<file path="config.mk">
export PLATFORM = sky130hd
export DESIGN_NAME = snitch_icache_refill_flat
export DESIGN_NICKNAME = d
export VERILOG_FILES = /design/src/rtl/snitch_icache_pkg.sv /design/src/rtl/snitch_icache_refill_if.sv /design/src/rtl/snitch_icache_refill_fifo.sv /design/src/rtl/snitch_icache_refill.sv /design/src/flat_wrapper.sv
export SDC_FILE = /design/constraint.sdc
export NUM_CORES = 1
export LEC_CHECK = 0
export ABC_AREA = 0
export CORE_ASPECT_RATIO = 1.75
export CORE_MARGIN = 4
export CORE_UTILIZATION = 40
export CTS_BUF_LIST = sky130_fd_sc_hd__clkbuf_2 sky130_fd_sc_hd__clkbuf_4 sky130_fd_sc_hd__clkbuf_8
export CTS_CLUSTER_SIZE = 25
export DETAILED_ROUTE_END_ITERATION = 12
export GPL_TIMING_DRIVEN = 1
export PLACE_DENSITY = 0.73
export REMOVE_ABC_BUFFERS = 1
export SETUP_SLACK_MARGIN = 0.4
export SYNTH_ARGS = -nofsm -noshare
export SYNTH_HDL_FRONTEND = slang
export SYNTH_SLANG_ARGS = --single-unit
</file>
<file path="constraint.sdc">
create_clock -name clk_i -period 9.29 [get_ports clk_i]
set_input_delay 1.858 -clock clk_i [delete_from_list [all_inputs] [get_ports clk_i]]
set_output_delay 1.858 -clock clk_i [all_outputs]
set_load 0.01 [all_outputs]
</file>
<file path="src/rtl/snitch_icache_pkg.sv">
// Shared configuration and types for the snitch icache refill path.
// Widths are fixed here so the interface, the queue and the refill stage agree.
package snitch_icache_pkg;

  typedef struct packed {
    int unsigned fetch_aw;
    int unsigned line_width;
    int unsigned fill_dw;
    int unsigned pending_iw;
    int unsigned max_outstanding;
    int unsigned beats;
    int unsigned line_align;
  } config_t;

  localparam int unsigned FETCH_AW        = 32;
  localparam int unsigned LINE_WIDTH      = 128;
  localparam int unsigned FILL_DW         = 32;
  localparam int unsigned PENDING_IW      = 2;
  localparam int unsigned MAX_OUTSTANDING = 4;

  localparam int unsigned BEATS      = LINE_WIDTH / FILL_DW;
  localparam int unsigned LINE_ALIGN = $clog2(LINE_WIDTH / 8);
  localparam int unsigned BEAT_CW    = (BEATS > 1) ? $clog2(BEATS) : 1;

  localparam config_t CFG = '{
    fetch_aw:        FETCH_AW,
    line_width:      LINE_WIDTH,
    fill_dw:         FILL_DW,
    pending_iw:      PENDING_IW,
    max_outstanding: MAX_OUTSTANDING,
    beats:           BEATS,
    line_align:      LINE_ALIGN
  };

  // Clears the byte-within-line bits so bursts always start on a line boundary.
  localparam logic [FETCH_AW-1:0] ALIGN_MASK =
    ~((FETCH_AW'(1) << LINE_ALIGN) - FETCH_AW'(1));

  typedef struct packed {
    logic [LINE_WIDTH-1:0] data;
    logic                  error;
    logic [PENDING_IW-1:0] id;
  } refill_rsp_t;

endpackage

</file>
<file path="src/rtl/snitch_icache_refill_if.sv">
// Bundle of the miss-handler side and fill-memory side handshakes of the refill stage.
// slave is the refill stage's view; master is the view of the surrounding system.
interface snitch_icache_refill_if;
  import snitch_icache_pkg::*;

  logic [FETCH_AW-1:0]   in_req_addr;
  logic [PENDING_IW-1:0] in_req_id;
  logic                  in_req_valid;
  logic                  in_req_ready;
  logic [LINE_WIDTH-1:0] in_rsp_data;
  logic                  in_rsp_error;
  logic [PENDING_IW-1:0] in_rsp_id;
  logic                  in_rsp_valid;
  logic                  in_rsp_ready;
  logic [FETCH_AW-1:0]   mem_ar_addr;
  logic [7:0]            mem_ar_len;
  logic                  mem_ar_valid;
  logic                  mem_ar_ready;
  logic [FILL_DW-1:0]    mem_r_data;
  logic                  mem_r_error;
  logic                  mem_r_last;
  logic                  mem_r_valid;
  logic                  mem_r_ready;

  modport slave (
    input  in_req_addr, in_req_id, in_req_valid, in_rsp_ready,
    input  mem_ar_ready, mem_r_data, mem_r_error, mem_r_last, mem_r_valid,
    output in_req_ready, in_rsp_data, in_rsp_error, in_rsp_id, in_rsp_valid,
    output mem_ar_addr, mem_ar_len, mem_ar_valid, mem_r_ready
  );

  modport master (
    output in_req_addr, in_req_id, in_req_valid, in_rsp_ready,
    output mem_ar_ready, mem_r_data, mem_r_error, mem_r_last, mem_r_valid,
    input  in_req_ready, in_rsp_data, in_rsp_error, in_rsp_id, in_rsp_valid,
    input  mem_ar_addr, mem_ar_len, mem_ar_valid, mem_r_ready
  );

endinterface

</file>
<file path="src/rtl/snitch_icache_refill_fifo.sv">
// Small synchronous FIFO (fifo_v3-compatible parameters) used to track refill IDs in order.
// With FALL_THROUGH set, a push into an empty FIFO is visible on data_o in the same cycle.
module fifo_v3 #(
  parameter bit          FALL_THROUGH = 1'b0,
  parameter int unsigned DATA_WIDTH   = 32,
  parameter int unsigned DEPTH        = 8
) (
  input  logic                  clk_i,
  input  logic                  rst_i,
  input  logic                  flush_i,
  output logic                  full_o,
  output logic                  empty_o,
  input  logic [DATA_WIDTH-1:0] data_i,
  input  logic                  push_i,
  output logic [DATA_WIDTH-1:0] data_o,
  input  logic                  pop_i
);

  localparam int unsigned      PTR_W    = (DEPTH > 1) ? $clog2(DEPTH) : 1;
  localparam logic [PTR_W-1:0] LAST_PTR = PTR_W'(DEPTH - 1);
  localparam logic [PTR_W:0]   FULL_CNT = (PTR_W + 1)'(DEPTH);

  logic [DATA_WIDTH-1:0] mem_q [DEPTH];
  logic [PTR_W-1:0]      rd_ptr_q, wr_ptr_q;
  logic [PTR_W:0]        cnt_q;
  logic                  stored_empty, bypass, do_push, do_pop;

  assign stored_empty = (cnt_q == '0);
  assign bypass       = FALL_THROUGH && stored_empty && push_i;
  assign full_o       = (cnt_q == FULL_CNT);
  assign empty_o      = stored_empty && !bypass;
  assign data_o       = bypass ? data_i : mem_q[rd_ptr_q];
  assign do_push      = push_i && !full_o && !(bypass && pop_i);
  assign do_pop       = pop_i && !stored_empty;

  always_ff @(posedge clk_i or posedge rst_i) begin
    if (rst_i) begin
      rd_ptr_q <= '0;
      wr_ptr_q <= '0;
      cnt_q    <= '0;
    end else if (flush_i) begin
      rd_ptr_q <= '0;
      wr_ptr_q <= '0;
      cnt_q    <= '0;
    end else begin
      if (do_push) wr_ptr_q <= (wr_ptr_q == LAST_PTR) ? '0 : wr_ptr_q + PTR_W'(1);
      if (do_pop)  rd_ptr_q <= (rd_ptr_q == LAST_PTR) ? '0 : rd_ptr_q + PTR_W'(1);
      cnt_q <= cnt_q + (PTR_W + 1)'(do_push) - (PTR_W + 1)'(do_pop);
    end
  end

  always_ff @(posedge clk_i) begin
    if (do_push) mem_q[wr_ptr_q] <= data_i;
  end

endmodule

</file>
<file path="src/rtl/snitch_icache_refill.sv">
// Line refill stage: issues one burst per miss, assembles the returned beats into a line
// and hands it back tagged with the pending ID, which travels in an in-order queue.
module snitch_icache_refill
  import snitch_icache_pkg::*;
(
  input logic                   clk_i,
  input logic                   rst_i,
  snitch_icache_refill_if.slave bus
);

  logic                  queue_full, queue_empty, queue_push, queue_pop;
  logic [PENDING_IW-1:0] head_id;
  logic [BEAT_CW-1:0]    beat_q;
  logic [LINE_WIDTH-1:0] buffer_q, line_merged;
  logic                  error_q, out_valid_q, final_beat, beat_hs;
  refill_rsp_t           out_q;

  // A full queue blocks new bursts even when a line retires this cycle.
  assign bus.mem_ar_addr  = bus.in_req_addr & ALIGN_MASK;
  assign bus.mem_ar_len   = 8'(BEATS - 1);
  assign bus.mem_ar_valid = bus.in_req_valid & ~queue_full;
  assign bus.in_req_ready = bus.mem_ar_ready & ~queue_full;
  assign queue_push       = bus.in_req_valid & bus.in_req_ready;

  fifo_v3 #(
    .FALL_THROUGH (1'b0),
    .DATA_WIDTH   (PENDING_IW),
    .DEPTH        (CFG.max_outstanding)
  ) i_id_queue (
    .clk_i   (clk_i),
    .rst_i   (rst_i),
    .flush_i (1'b0),
    .full_o  (queue_full),
    .empty_o (queue_empty),
    .data_i  (bus.in_req_id),
    .push_i  (queue_push),
    .data_o  (head_id),
    .pop_i   (queue_pop)
  );

  // Only the final beat waits for the output register to free up.
  assign final_beat      = (beat_q == BEAT_CW'(BEATS - 1));
  assign bus.mem_r_ready = ~queue_empty & (~final_beat | ~out_valid_q | bus.in_rsp_ready);
  assign beat_hs         = bus.mem_r_valid & bus.mem_r_ready;
  assign queue_pop       = beat_hs & final_beat;

  always_comb begin
    line_merged = buffer_q;
    line_merged[beat_q*FILL_DW +: FILL_DW] = bus.mem_r_data;
  end

  always_ff @(posedge clk_i or posedge rst_i) begin
    if (rst_i) begin
      beat_q   <= '0;
      buffer_q <= '0;
      error_q  <= 1'b0;
    end else if (beat_hs) begin
      buffer_q <= line_merged;
      if (final_beat) begin
        beat_q  <= '0;
        error_q <= 1'b0;
      end else begin
        beat_q  <= beat_q + BEAT_CW'(1);
        error_q <= error_q | bus.mem_r_error;
      end
    end
  end

  always_ff @(posedge clk_i or posedge rst_i) begin
    if (rst_i) begin
      out_q       <= '0;
      out_valid_q <= 1'b0;
    end else if (queue_pop) begin
      out_q       <= '{data: line_merged, error: error_q | bus.mem_r_error, id: head_id};
      out_valid_q <= 1'b1;
    end else if (bus.in_rsp_ready) begin
      out_valid_q <= 1'b0;
    end
  end

  assign bus.in_rsp_data  = out_q.data;
  assign bus.in_rsp_error = out_q.error;
  assign bus.in_rsp_id    = out_q.id;
  assign bus.in_rsp_valid = out_valid_q;

  // The beat counter is authoritative; the last flag must agree with it.
  assert property (@(posedge clk_i) disable iff (rst_i) beat_hs |-> (bus.mem_r_last == final_beat));
  assert property (@(posedge clk_i) disable iff (rst_i) bus.mem_r_valid |-> !queue_empty);

endmodule

</file>
<file path="src/flat_wrapper.sv">
// flat-port wrapper written by rule: the top's interface ports become plain ports
module snitch_icache_refill_flat import snitch_icache_pkg::*;
  (clk_i, rst_i, bus_in_req_addr, bus_in_req_id, bus_in_req_valid, bus_in_rsp_ready, bus_mem_ar_ready, bus_mem_r_data, bus_mem_r_error, bus_mem_r_last, bus_mem_r_valid, bus_in_req_ready, bus_in_rsp_data, bus_in_rsp_error, bus_in_rsp_id, bus_in_rsp_valid, bus_mem_ar_addr, bus_mem_ar_len, bus_mem_ar_valid, bus_mem_r_ready);
  snitch_icache_refill_if bus_i ();
  input logic clk_i;
  input logic rst_i;
  input wire logic [$bits(bus_i.in_req_addr)-1:0] bus_in_req_addr;
  input wire logic [$bits(bus_i.in_req_id)-1:0] bus_in_req_id;
  input wire logic [$bits(bus_i.in_req_valid)-1:0] bus_in_req_valid;
  input wire logic [$bits(bus_i.in_rsp_ready)-1:0] bus_in_rsp_ready;
  input wire logic [$bits(bus_i.mem_ar_ready)-1:0] bus_mem_ar_ready;
  input wire logic [$bits(bus_i.mem_r_data)-1:0] bus_mem_r_data;
  input wire logic [$bits(bus_i.mem_r_error)-1:0] bus_mem_r_error;
  input wire logic [$bits(bus_i.mem_r_last)-1:0] bus_mem_r_last;
  input wire logic [$bits(bus_i.mem_r_valid)-1:0] bus_mem_r_valid;
  output wire logic [$bits(bus_i.in_req_ready)-1:0] bus_in_req_ready;
  output wire logic [$bits(bus_i.in_rsp_data)-1:0] bus_in_rsp_data;
  output wire logic [$bits(bus_i.in_rsp_error)-1:0] bus_in_rsp_error;
  output wire logic [$bits(bus_i.in_rsp_id)-1:0] bus_in_rsp_id;
  output wire logic [$bits(bus_i.in_rsp_valid)-1:0] bus_in_rsp_valid;
  output wire logic [$bits(bus_i.mem_ar_addr)-1:0] bus_mem_ar_addr;
  output wire logic [$bits(bus_i.mem_ar_len)-1:0] bus_mem_ar_len;
  output wire logic [$bits(bus_i.mem_ar_valid)-1:0] bus_mem_ar_valid;
  output wire logic [$bits(bus_i.mem_r_ready)-1:0] bus_mem_r_ready;
  assign bus_i.in_req_addr = bus_in_req_addr;
  assign bus_i.in_req_id = bus_in_req_id;
  assign bus_i.in_req_valid = bus_in_req_valid;
  assign bus_i.in_rsp_ready = bus_in_rsp_ready;
  assign bus_i.mem_ar_ready = bus_mem_ar_ready;
  assign bus_i.mem_r_data = bus_mem_r_data;
  assign bus_i.mem_r_error = bus_mem_r_error;
  assign bus_i.mem_r_last = bus_mem_r_last;
  assign bus_i.mem_r_valid = bus_mem_r_valid;
  assign bus_in_req_ready = bus_i.in_req_ready;
  assign bus_in_rsp_data = bus_i.in_rsp_data;
  assign bus_in_rsp_error = bus_i.in_rsp_error;
  assign bus_in_rsp_id = bus_i.in_rsp_id;
  assign bus_in_rsp_valid = bus_i.in_rsp_valid;
  assign bus_mem_ar_addr = bus_i.mem_ar_addr;
  assign bus_mem_ar_len = bus_i.mem_ar_len;
  assign bus_mem_ar_valid = bus_i.mem_ar_valid;
  assign bus_mem_r_ready = bus_i.mem_r_ready;
  snitch_icache_refill u_core (.clk_i(clk_i), .rst_i(rst_i), .bus(bus_i));
endmodule
</file>
---- Yosys cells after proc, flatten, opt, wreduce, memory -nomap -nowiden ----
Memories as Yosys holds them, arrays and structs flattened. A register that Yosys moved wholly into a read port is not among the register bits.
Cells that the tools add are included.
storage, ports and cells
  flip-flop bits (word level) ............. 268
  bits in latches ......................... 0
  bits in writable memories ............... 8
  memory bits (read-only) ................. 0
  bits of input ports ..................... 74
  memories kept ........................... 1
cells by class
  add/subtract/negate cells ............... 6
  multipliers ............................. 0
  div/mod/pow operators ................... 0
  order comparisons ....................... 0
  equal/unequal tests ..................... 4
  shift operators ......................... 2
  mux-type cells .......................... 9
  bitwise gates (word level) .............. 13
  reductions and logical operators ........ 6
memories
  memory                   depth  bits a word  read ports  clocked after Yosys merged registers in  write ports  RTL line                         RTL
  u_core.i_id_queue.mem_q  4      2            1           1                                        1            snitch_icache_refill_fifo.sv:23  logic [DATA_WIDTH-1:0] mem_q [DEPTH];
operator list
  operator                     count
  $bwmux W128                  1
  $shift A32 B34 Y128 const A  1
  $shiftx A32 B34 Y128         1
  $neg A7 Y34                  1
  $add A2 B1 Y2 const B        3
  $and A1 B1 Y1                6
  $eq A2 B2 Y1 const B         3
  $mux W2                      3
  $mux W1                      5
  $not A1 Y1                   4
  $add A3 B1 Y3                1
  $eq A3 B3 Y1 const B         1
  $logic_not A3 Y1             1
  $or A1 B1 Y1                 3
  $sub A3 B1 Y3                1
  $logic_and A1 B1 Y1          2
  $logic_not A1 Y1             2
  $reduce_bool A2 Y1           1

---- Longest topological paths before layout ----
Gate-level depths: netlist of run 1.
  depth after elaboration ................. 9
  depth in mapped cells ................... 12
  mapped depth without buffers ............ 10

---- Modules after synthesis ----
From an unflattened synthesis of run 1, not the netlist that was laid out.
unflattened totals
  cell total of the unflattened synthesis .. 994
  area total of the unflattened synthesis .. 11134.4 um^2
by module, submodules not included
  module                instances  cells each  area an instance (um^2)  sequential area each (um^2)
  snitch_icache_refill  1          937         10346.2                  5780.5
  fifo_v3               1          57          788.3                    415.4

---- Least setup slack after synthesis of run 1 ----
OpenSTA, ideal clock, no wires.
  kind .................................... in2out
  from .................................... in bus_in_rsp_ready
  to ...................................... out bus_mem_r_ready
  arrival time ............................ 2213 ps
  data required time ...................... 7432 ps
  path slack .............................. 5219 ps
  stages .................................. 2
  buffers on the path ..................... 0
  path through ............................ and3b_4 > nor2_1
between the ends
  cells in the longest elaborated chain, start to end .. 2
RTL lines
  what                RTL line                    RTL
  start: declaration  flat_wrapper.sv:10          input wire logic [$bits(bus_i.in_rsp_ready)-1:0] bus_in_rsp_ready;
  $or A1 B1 Y1        snitch_icache_refill.sv:43  assign bus.mem_r_ready = ~queue_empty & (~final_beat | ~out_valid_q | bus.in_rsp_ready);
  $and A1 B1 Y1       snitch_icache_refill.sv:43
  end: declaration    flat_wrapper.sv:24          output wire logic [$bits(bus_i.mem_r_ready)-1:0] bus_mem_r_ready;
No other way between the ends.

---- Worst setup path in the final report of run 1 ----
Same ends and word-level chain as after synthesis.

==> results.yml, run 1 <==
outcome:
  status: "completed"
drt:
  num_vias: 7415
  wl_per_cell_microns: 18.9
  routed_via_density: 5.04
  ant_nets: 0
  route.detailed.drc: 0
  drt_iter0_markers: 241
  finalWirelength_microns: 27800
  firstDrtPassIters: 4
cts:
  post_cts_resized: 0
  postCtsSetupRepairBufs: 0
  cts_sinks: 246
  htreeDepth: 2
  cts_made_buffers: 38
  clk_latency_ns: 0.56
  root_buffer: "clkbuf_8"
  clock_path_buffers: 3
  path_clk_slew_ns: 0.06
  cts_tree: "yes"
  cts_hold_buf: 0
floorplan:
  ios: 249
  die_h_microns: 231
  core_area_sq_um: 28000
  initial_core_util_pct: 40.6
  rows: 81
  dieArea_sq_um: 31200
  die_w_microns: 135
synthesis:
  yosys-top-cells-area: "dfrtp_1 52%, mux2_2 18%, o22ai_1 5.3%, inv_1 3.7%, buf_4 3.5%"
  async_flop_share_pct: 96.7
  synth.cell_area_sq_um: 11300
  synth_top_flop_cell: "dfrtp_1"
  syn_inst: 935
  synth.distinct_cells: 34
  synth_most_common_cell: "dfrtp_1"
  synth_top_area_cell: "dfrtp_1"
  ys_seq_area_share_pct: 54.6
  ys_ff_latch: 246
  syn_area_per_cell_sq_um: 12.1
  ys_top_cells_by_count: "238 x dfrtp_1, 178 x mux2_2, 111 x inv_1"
  synth_top_area_share_pct: 52.5
  yosys_warnings: 0
  synth_edf_count: 8
sta:
  maxSlewHeadroom_pct: 28.4
  hold_violations: 0
  worst_slew_pin_slew_ns: 1.07
  rsz0062_at_grt: "false"
  skew_ns: 0.0225
  period_share_pct: 54.3
  setup_viol: 0
  fmax_mhz: 198
  finalMaxSlewViolations: 0
  period_minus_slack_ns: 5.05
  tns_ns: 0
cells_and_area:
  stdcell_area_sq_um: 13900
  register_area_sq_um: 6200
  multiInputGateArea_sq_um: 4110
  final_nets: 1156
  syn2layout_area_growth_pct: 22.1
  drive_gt1_share_pct: 26.7
  nFillCells: 2549
setup_path:
  end_kind: "output pin"
  crit_path_start_kind: "input port"
  path_max_fanout: 4
  arrival_ns: 3.19
  rrSetupSlack_ns: 6.18
  r2r-start: "u_core.beat_q[0]"
  r2r-end: "u_core.buffer_q[79]"
  crit_type: "in -> out"
  required_ns: 7.43
  ff2ff_path_depth: 6
power:
  ir_worst_vdd_mv: 0.183
  leakagePower_nw: 6.36
  p_per_area_nw_per_um2: 339
min_path:
  min-delay-start: "u_core.bus.in_rsp_data[106]"
  hold_class: "reg -> reg"
  hold_end: "u_core.bus.in_rsp_data[106]"
  hold_depth: 1
placement:
  io_buffers: 175
  place.gp.congestion: 0.746
  post-dp-hpwl_microns: 18100
  placed_area_sq_um: 13000
global_route:
  track_usage_pct: 18.0
  grt_max_degree: 99
  overflow: 0
  grt_pass1_vias: 7961
  antenna_found_initial: 1
  grt_pass1_wl_microns: 44000
run:
  cap_violations: 0
## critical path, cell delays in order
cell             delay (ns)
clkdlybuf4s50_1        0.48
and3b_4                0.23
nor2_1                 0.08
clkdlybuf4s50_1        0.54
## final cells by class
| type | count | share of cell area [%] |
|---|---|---|
| diodes | 1 | 0.0181 |
| clock buffers | 59 | 5.27 |
| clock inverters | 10 | 0.605 |
| inverters | 111 | 3.06 |
| multi-input cells | 485 | 29.7 |
| flip-flops and latches | 246 | 44.7 |
| well taps | 373 | 3.37 |
| repair buffers | 187 | 13.3 |
## where the power goes
| group | total [mW] | switching [mW] | internal (mW) |
|---|---|---|---|
| Combinational | 2.02 | 0.973 | 1.04 |
| Clock | 0.963 | 0.430 | 0.532 |
| Sequential | 1.71 | 0.227 | 1.49 |
## worst max-delay path by stage
stage	from	to	slack [ns]	cells past startpoint
3_5_place_dp	bus_in_rsp_ready	bus_mem_r_ready	4.25	4
2_1_floorplan	rst_i	u_core.beat_q[0]	0.90	1
6_report	bus_in_rsp_ready	bus_mem_r_ready	4.24	4
4_1_cts	bus_in_rsp_ready	bus_mem_r_ready	4.24	4
5_1_grt	bus_in_rsp_ready	bus_mem_r_ready	4.19	4
3_3_place_gp	bus_in_rsp_ready	bus_mem_r_ready	4.26	4
## through the flow
step	hold slack [ns]	worst slack [ns]	util (%)	power (mW)	cells
6_report	0.497	4.24	49.5	4.69	1472
5_1_grt	0.511	4.19	49.5	5.00	1472
4_1_cts	0.503	4.24	49.5	4.77	1471
3_5_place_dp	0.482	4.25	46.6	3.78	1402
3_3_place_gp	0.480	4.26	46.6	3.72	1402
2_1_floorplan	0.465	0.901	-	2.85	842
## logic make-up after synthesis
logic type	share of synthesized area (%)
XOR/XNOR	0.154
adder cells (fa/ha/maj)	1.50
multiplexers	21.4
AND/OR/NAND/NOR	5.12
AO/OA/AOI/OAI	7.52
buffers and inverters	9.61
other	0.0662
flip-flops	54.6
## layout by cell type (no fill, tap or decap), drive strengths merged, types with 6 or more instances in the layout
cell type      instances
dfrtp                238
mux2                 200
clkdlybuf4s50        175
inv                  112
nand2                102
o22ai                 96
clkbuf                59
a22o                  28
conb                  12
buf                   12
ha                    12
edfxtp                 8
and2                   6
clkinv                 6
## sequential cells by signal, summed over array words and instances, names as in the netlist
| register | flops |
|---|---|
| u_core.i_id_queue.rd_ptr_q | 2 |
| u_core.bus.in_rsp_data | 128 |
| u_core.buffer_q | 96 |
| u_core.error_q | 1 |
| u_core.bus.in_rsp_valid | 1 |
| u_core.beat_q | 2 |
| u_core.bus.in_rsp_id | 2 |
| u_core.bus.in_rsp_error | 1 |
| u_core.i_id_queue.mem_q | 8 |
| u_core.i_id_queue.cnt_q | 3 |
| u_core.i_id_queue.wr_ptr_q | 2 |
## layer usage
metal	up-vias	global-route usage, %	part of all wire, %
met4	0	8.13	4.0
met2	207	31.1	51
li1	3395	-	-
met5	-	1.14	0
met3	56	4.64	5.6
met1	3757	20.6	39
(Power assumes the default switching activity.)
==> run 2: changes to the inputs <==
Settings changed: PLACE_DENSITY 0.73 to 0.75.
Clock period 9.29 ns to 4.6 ns, I/O delays scaled along.
==> results.yml, run 2 (same netlist as run 1, synthesis figures left out) <==
global_route:
  antenna_found_initial: 1
  grt_max_degree: 136
  grt_pass1_vias: 8083
  overflow: 0
  grt_pass1_wl_microns: 44900
  grt-busiest-layer: "met2"
  track_usage_pct: 18.3
  use_met1_pct: 21.6
  use_met3_pct: 4.67
  grtUsageMet2_pct: 31.6
cells_and_area:
  layout_common_cells: "238 x dfrtp_1, 178 x mux2_2, 175 x clkdlybuf4s50_1"
  final_nets: 1157
  syn2layout_area_growth_pct: 22.0
  largest_reg_flops: 128
  nFillCells: 2521
  layout_commonest_cell: "dfrtp_1"
  final_cells: 1467
  drive_gt1_share_pct: 26.3
  utilization_pct: 49.5
  multiInputGateArea_sq_um: 4110
  register_area_sq_um: 6200
power:
  p_int_mw: 6.12
  pwr-share-seq_pct: 37.0
  swShare_pct: 34.9
  p_per_area_nw_per_um2: 679
  power_mw: 9.40
  ir_worst_vdd_mv: 0.555
  switching_power_mw: 3.28
  leakagePower_nw: 6.35
  p_comb_share_pct: 43.4
  clkPwrFrac_pct: 19.6
min_path:
  hold_class: "reg -> reg"
drt:
  firstDrtPassIters: 4
  drt_iter0_markers: 307
  wl_per_cell_microns: 19.0
  num_vias: 7473
  route.detailed.drc: 0
  finalWirelength_microns: 27800
  routed_via_density: 5.09
  ant_nets: 0
cts:
  path_clk_slew_ns: 0.06
  cts_hold_buf: 0
  htreeDepth: 2
  cts_made_buffers: 39
  cts_sinks: 246
  postCtsSetupRepairBufs: 0
  clock_path_buffers: 3
  post_cts_resized: 0
  root_buffer: "clkbuf_8"
  cts_tree: "yes"
  clk_latency_ns: 0.56
sta:
  period_minus_slack_ns: 3.18
  fmax_mhz: 314
  period_share_pct: 69.2
  maxSlewHeadroom_pct: 26.1
  rsz0062_at_grt: "false"
  setup_viol: 0
  worst_slew_pin_slew_ns: 1.11
  hold_violations: 0
  finalMaxSlewViolations: 0
  holdWs_ns: 0.497
  skew_ns: 0.0163
setup_path:
  rrSetupSlack_ns: 1.93
  slowest_delay_ns: 0.54
  path_cells: "clkdlybuf4s50_1 > and3b_4 > nor2_1 > clkdlybuf4s50_1"
  path_max_fanout: 4
  critPathBufInv: 2
  cpLargestDelayFamily: "buffers and inverters"
  cpMaxStageDelayCell: "clkdlybuf4s50_1"
  required_ns: 3.68
  crit_path_start_kind: "input port"
  end_kind: "output pin"
  crit_top_cell: "clkdlybuf4s50_1"
  crit_type: "in -> out"
  arrival_ns: 2.26
floorplan:
  ios: 249
  die_w_microns: 135
  core_area_sq_um: 28000
  dieArea_sq_um: 31200
  die_h_microns: 231
  initial_core_util_pct: 40.6
  rows: 81
run:
  cap_violations: 0
placement:
  post-dp-hpwl_microns: 17700
  io_buffers: 175
  dpl.cell_count: 1402
  place.gp.congestion: 0.744
outcome:
  status: "completed"
## run 2: power by group through the flow
stage	clock network, mW	registers, mW	logic, mW
detailed placement	0	3.51	4.14
finish	1.84	3.48	4.08
floorplan	0	3.66	2.11
global placement	0	3.47	4.03
CTS	1.91	3.48	4.15
global route	2.01	3.59	4.43
## run 2: area by class of cell
type	instances	share of cell area [%]
inverters	111	3.07
clock buffers	59	5.24
diodes	1	0.0181
repair buffers	187	13.6
multi-input cells	485	29.7
well taps	373	3.37
clock inverters	5	0.253
flip-flops and latches	246	44.8
## run 2: metrics by stage
stage	setup slack [ns]	setup TNS, ns	cell area [sq um]
floorplan	-2.85	-819.33	10700
global placement	1.45	0	13100
detailed placement	1.44	0	13100
CTS	1.42	0	13800
global route	1.36	0	13800
finish	1.42	0	13800
## run 2: path summary, 6_finish.rpt
check                                            start                           to  cells past startpoint
max                                   bus_in_rsp_ready              bus_mem_r_ready                      4
min                        u_core.bus.in_rsp_data[104]  u_core.bus.in_rsp_data[104]                      1
max reg2reg                           u_core.beat_q[0]          u_core.buffer_q[30]                      6
min reg2reg                u_core.bus.in_rsp_data[104]  u_core.bus.in_rsp_data[104]                      1
max in group asynchronous                        rst_i   u_core.bus.in_rsp_data[83]                      3
min in group asynchronous                        rst_i   u_core.bus.in_rsp_data[66]                      2
## run 2: routing by layer
metal  vias up  share of wire (%)
li1       3404                  -
met1      3796                 39
met2       220                 52
met3        53                5.9
met4         0                3.3
met5         -                  0
==> run 3: changes to the inputs <==
Settings changed: PLACE_DENSITY 0.75 to 0.73.
Clock period 4.6 ns to 3.35 ns, I/O delays scaled along.
==> results.yml, run 3 (same netlist as run 1, synthesis figures left out) <==
cells_and_area:
  final_nets: 1162
  utilization_pct: 50.2
  syn2layout_area_growth_pct: 23.7
  drive_gt1_share_pct: 27.1
  layout_commonest_cell: "dfrtp_1"
  nFillCells: 2482
  layout_common_cells: "238 x dfrtp_1, 178 x mux2_2, 175 x clkdlybuf4s50_1"
  stdcell_area_sq_um: 14000
  largest_reg_flops: 128
cts:
  cts_made_buffers: 38
  post_cts_resized: 0
  path_clk_slew_ns: 0.06
  cts_sinks: 246
  clk_latency_ns: 0.53
  cts_tree: "yes"
  root_buffer: "clkbuf_8"
  cts_hold_buf: 0
  postCtsSetupRepairBufs: 0
  htreeDepth: 2
  clock_path_buffers: 3
drt:
  num_vias: 7479
  finalWirelength_microns: 27800
  drt_iter0_markers: 186
  route.detailed.drc: 0
  ant_nets: 0
  routed_via_density: 5.06
  firstDrtPassIters: 4
  wl_per_cell_microns: 18.8
power:
  switching_power_mw: 4.51
  p_int_mw: 8.69
  p_comb_share_pct: 43.3
  p_per_area_nw_per_um2: 941
  clkPwrFrac_pct: 20.6
  swShare_pct: 34.2
  leakagePower_nw: 6.44
  pwr-share-seq_pct: 36.1
  ir_worst_vdd_mv: 0.573
global_route:
  grt_max_degree: 136
  antenna_found_initial: 1
  grt_pass1_vias: 8045
  grt_pass1_wl_microns: 44200
  track_usage_pct: 18.0
  overflow: 0
placement:
  io_buffers: 175
  post-dp-hpwl_microns: 18000
  place.gp.congestion: 0.746
  placed_area_sq_um: 13200
run:
  cap_violations: 0
sta:
  period_share_pct: 83.3
  fmax_mhz: 358
  finalMaxSlewViolations: 0
  rsz0062_at_grt: "false"
  worst_slew_pin_slew_ns: 0.774
  hold_violations: 0
  maxSlewHeadroom_pct: 48.4
  tns_ns: 0
  setup_viol: 0
  skew_ns: 0.00917
  period_minus_slack_ns: 2.79
setup_path:
  crit_path_start_kind: "flop"
  crit_type: "reg -> out"
  arrival_ns: 2.12
  r2r-start: "u_core.i_id_queue.cnt_q[1]"
  cpMaxStageDelayCell: "clkdlybuf4s50_1"
  rrSetupSlack_ns: 0.82
  r2r-end: "u_core.i_id_queue.cnt_q[2]"
  required_ns: 2.68
  ff2ff_path_depth: 10
  slowest_delay_ns: 0.55
  path_max_fanout: 9
  path_cells: "ha_2 > and3b_4 > nor2_1 > clkdlybuf4s50_1"
  end_kind: "output pin"
floorplan:
  initial_core_util_pct: 40.6
  die_w_microns: 135
  dieArea_sq_um: 31200
  ios: 249
  core_area_sq_um: 28000
  rows: 81
  die_h_microns: 231
min_path:
  hold_depth: 1
  hold_end: "u_core.bus.in_rsp_data[109]"
  min-delay-start: "u_core.bus.in_rsp_data[109]"
  hold_class: "reg -> reg"
outcome:
  status: "completed"
run 3: changes by cell type in the layout (fill, tap and decap cells not counted), sizes merged:
cell,delta
buf,+6
bufinv,+2
clkbuf,+4
clkinv,-1
inv,-1
run 3: power by group through the flow:
stage	registers [mW]	logic (mW)	clock network (mW)
CTS	4.77	5.82	2.82
global placement	4.76	5.64	0
detailed placement	4.81	5.80	0
floorplan	5.02	2.89	0
global route	4.92	6.18	2.94
finish	4.76	5.71	2.72
run 3: per-layer routing:
metal	track usage (%)	up-vias	routed length (microns)
met5	2.12	-	67
met4	7.63	2	1050
met3	4.38	61	1560
met2	31.0	211	14200
met1	21.0	3795	10900
li1	-	3410	-
run 3: metrics by stage:
stage          hold WS, ns  power (mW)  instances  setup WS [ns]
6_report             0.497        13.2       1477          0.560
3_3_place_gp         0.482        10.4       1408          0.489
3_5_place_dp         0.483        10.6       1408          0.461
4_1_cts              0.503        13.4       1476          0.447
2_1_floorplan        0.465        7.91        842          -3.85
5_1_grt              0.510        14.0       1477          0.427
run 3: worst max path at each step:
stage | from | to | slack, ns | cells after the start
finish | u_core.beat_q[0] | bus_mem_r_ready | 0.56 | 4
global route | u_core.beat_q[0] | bus_mem_r_ready | 0.43 | 4
CTS | u_core.beat_q[0] | bus_mem_r_ready | 0.45 | 4
detailed placement | bus_in_req_valid | u_core.i_id_queue.cnt_q[2] | 0.46 | 10
global placement | bus_in_req_valid | u_core.i_id_queue.cnt_q[2] | 0.49 | 10
floorplan | rst_i | u_core.beat_q[0] | -3.85 | 1
run 3: cell type report:
type / count / area, sq um / area share [%]
flip-flops and latches: 246 / 6200 / 44.2
multi-input cells: 485 / 4110 / 29.3
repair buffers: 193 / 2000 / 14.2
clock buffers: 63 / 754 / 5.38
well taps: 373 / 467 / 3.33
inverters: 111 / 424 / 3.02
clock inverters: 5 / 77.6 / 0.553
diodes: 1 / 2.50 / 0.0178
run 3: critical path: cells and delay by family (launching register included):
family,cells,cell delay [ns]
adders and majority gates,1,0.26
DFF,1,0.46
and+or+nand+nor,2,0.32
buffers and inverters,1,0.55
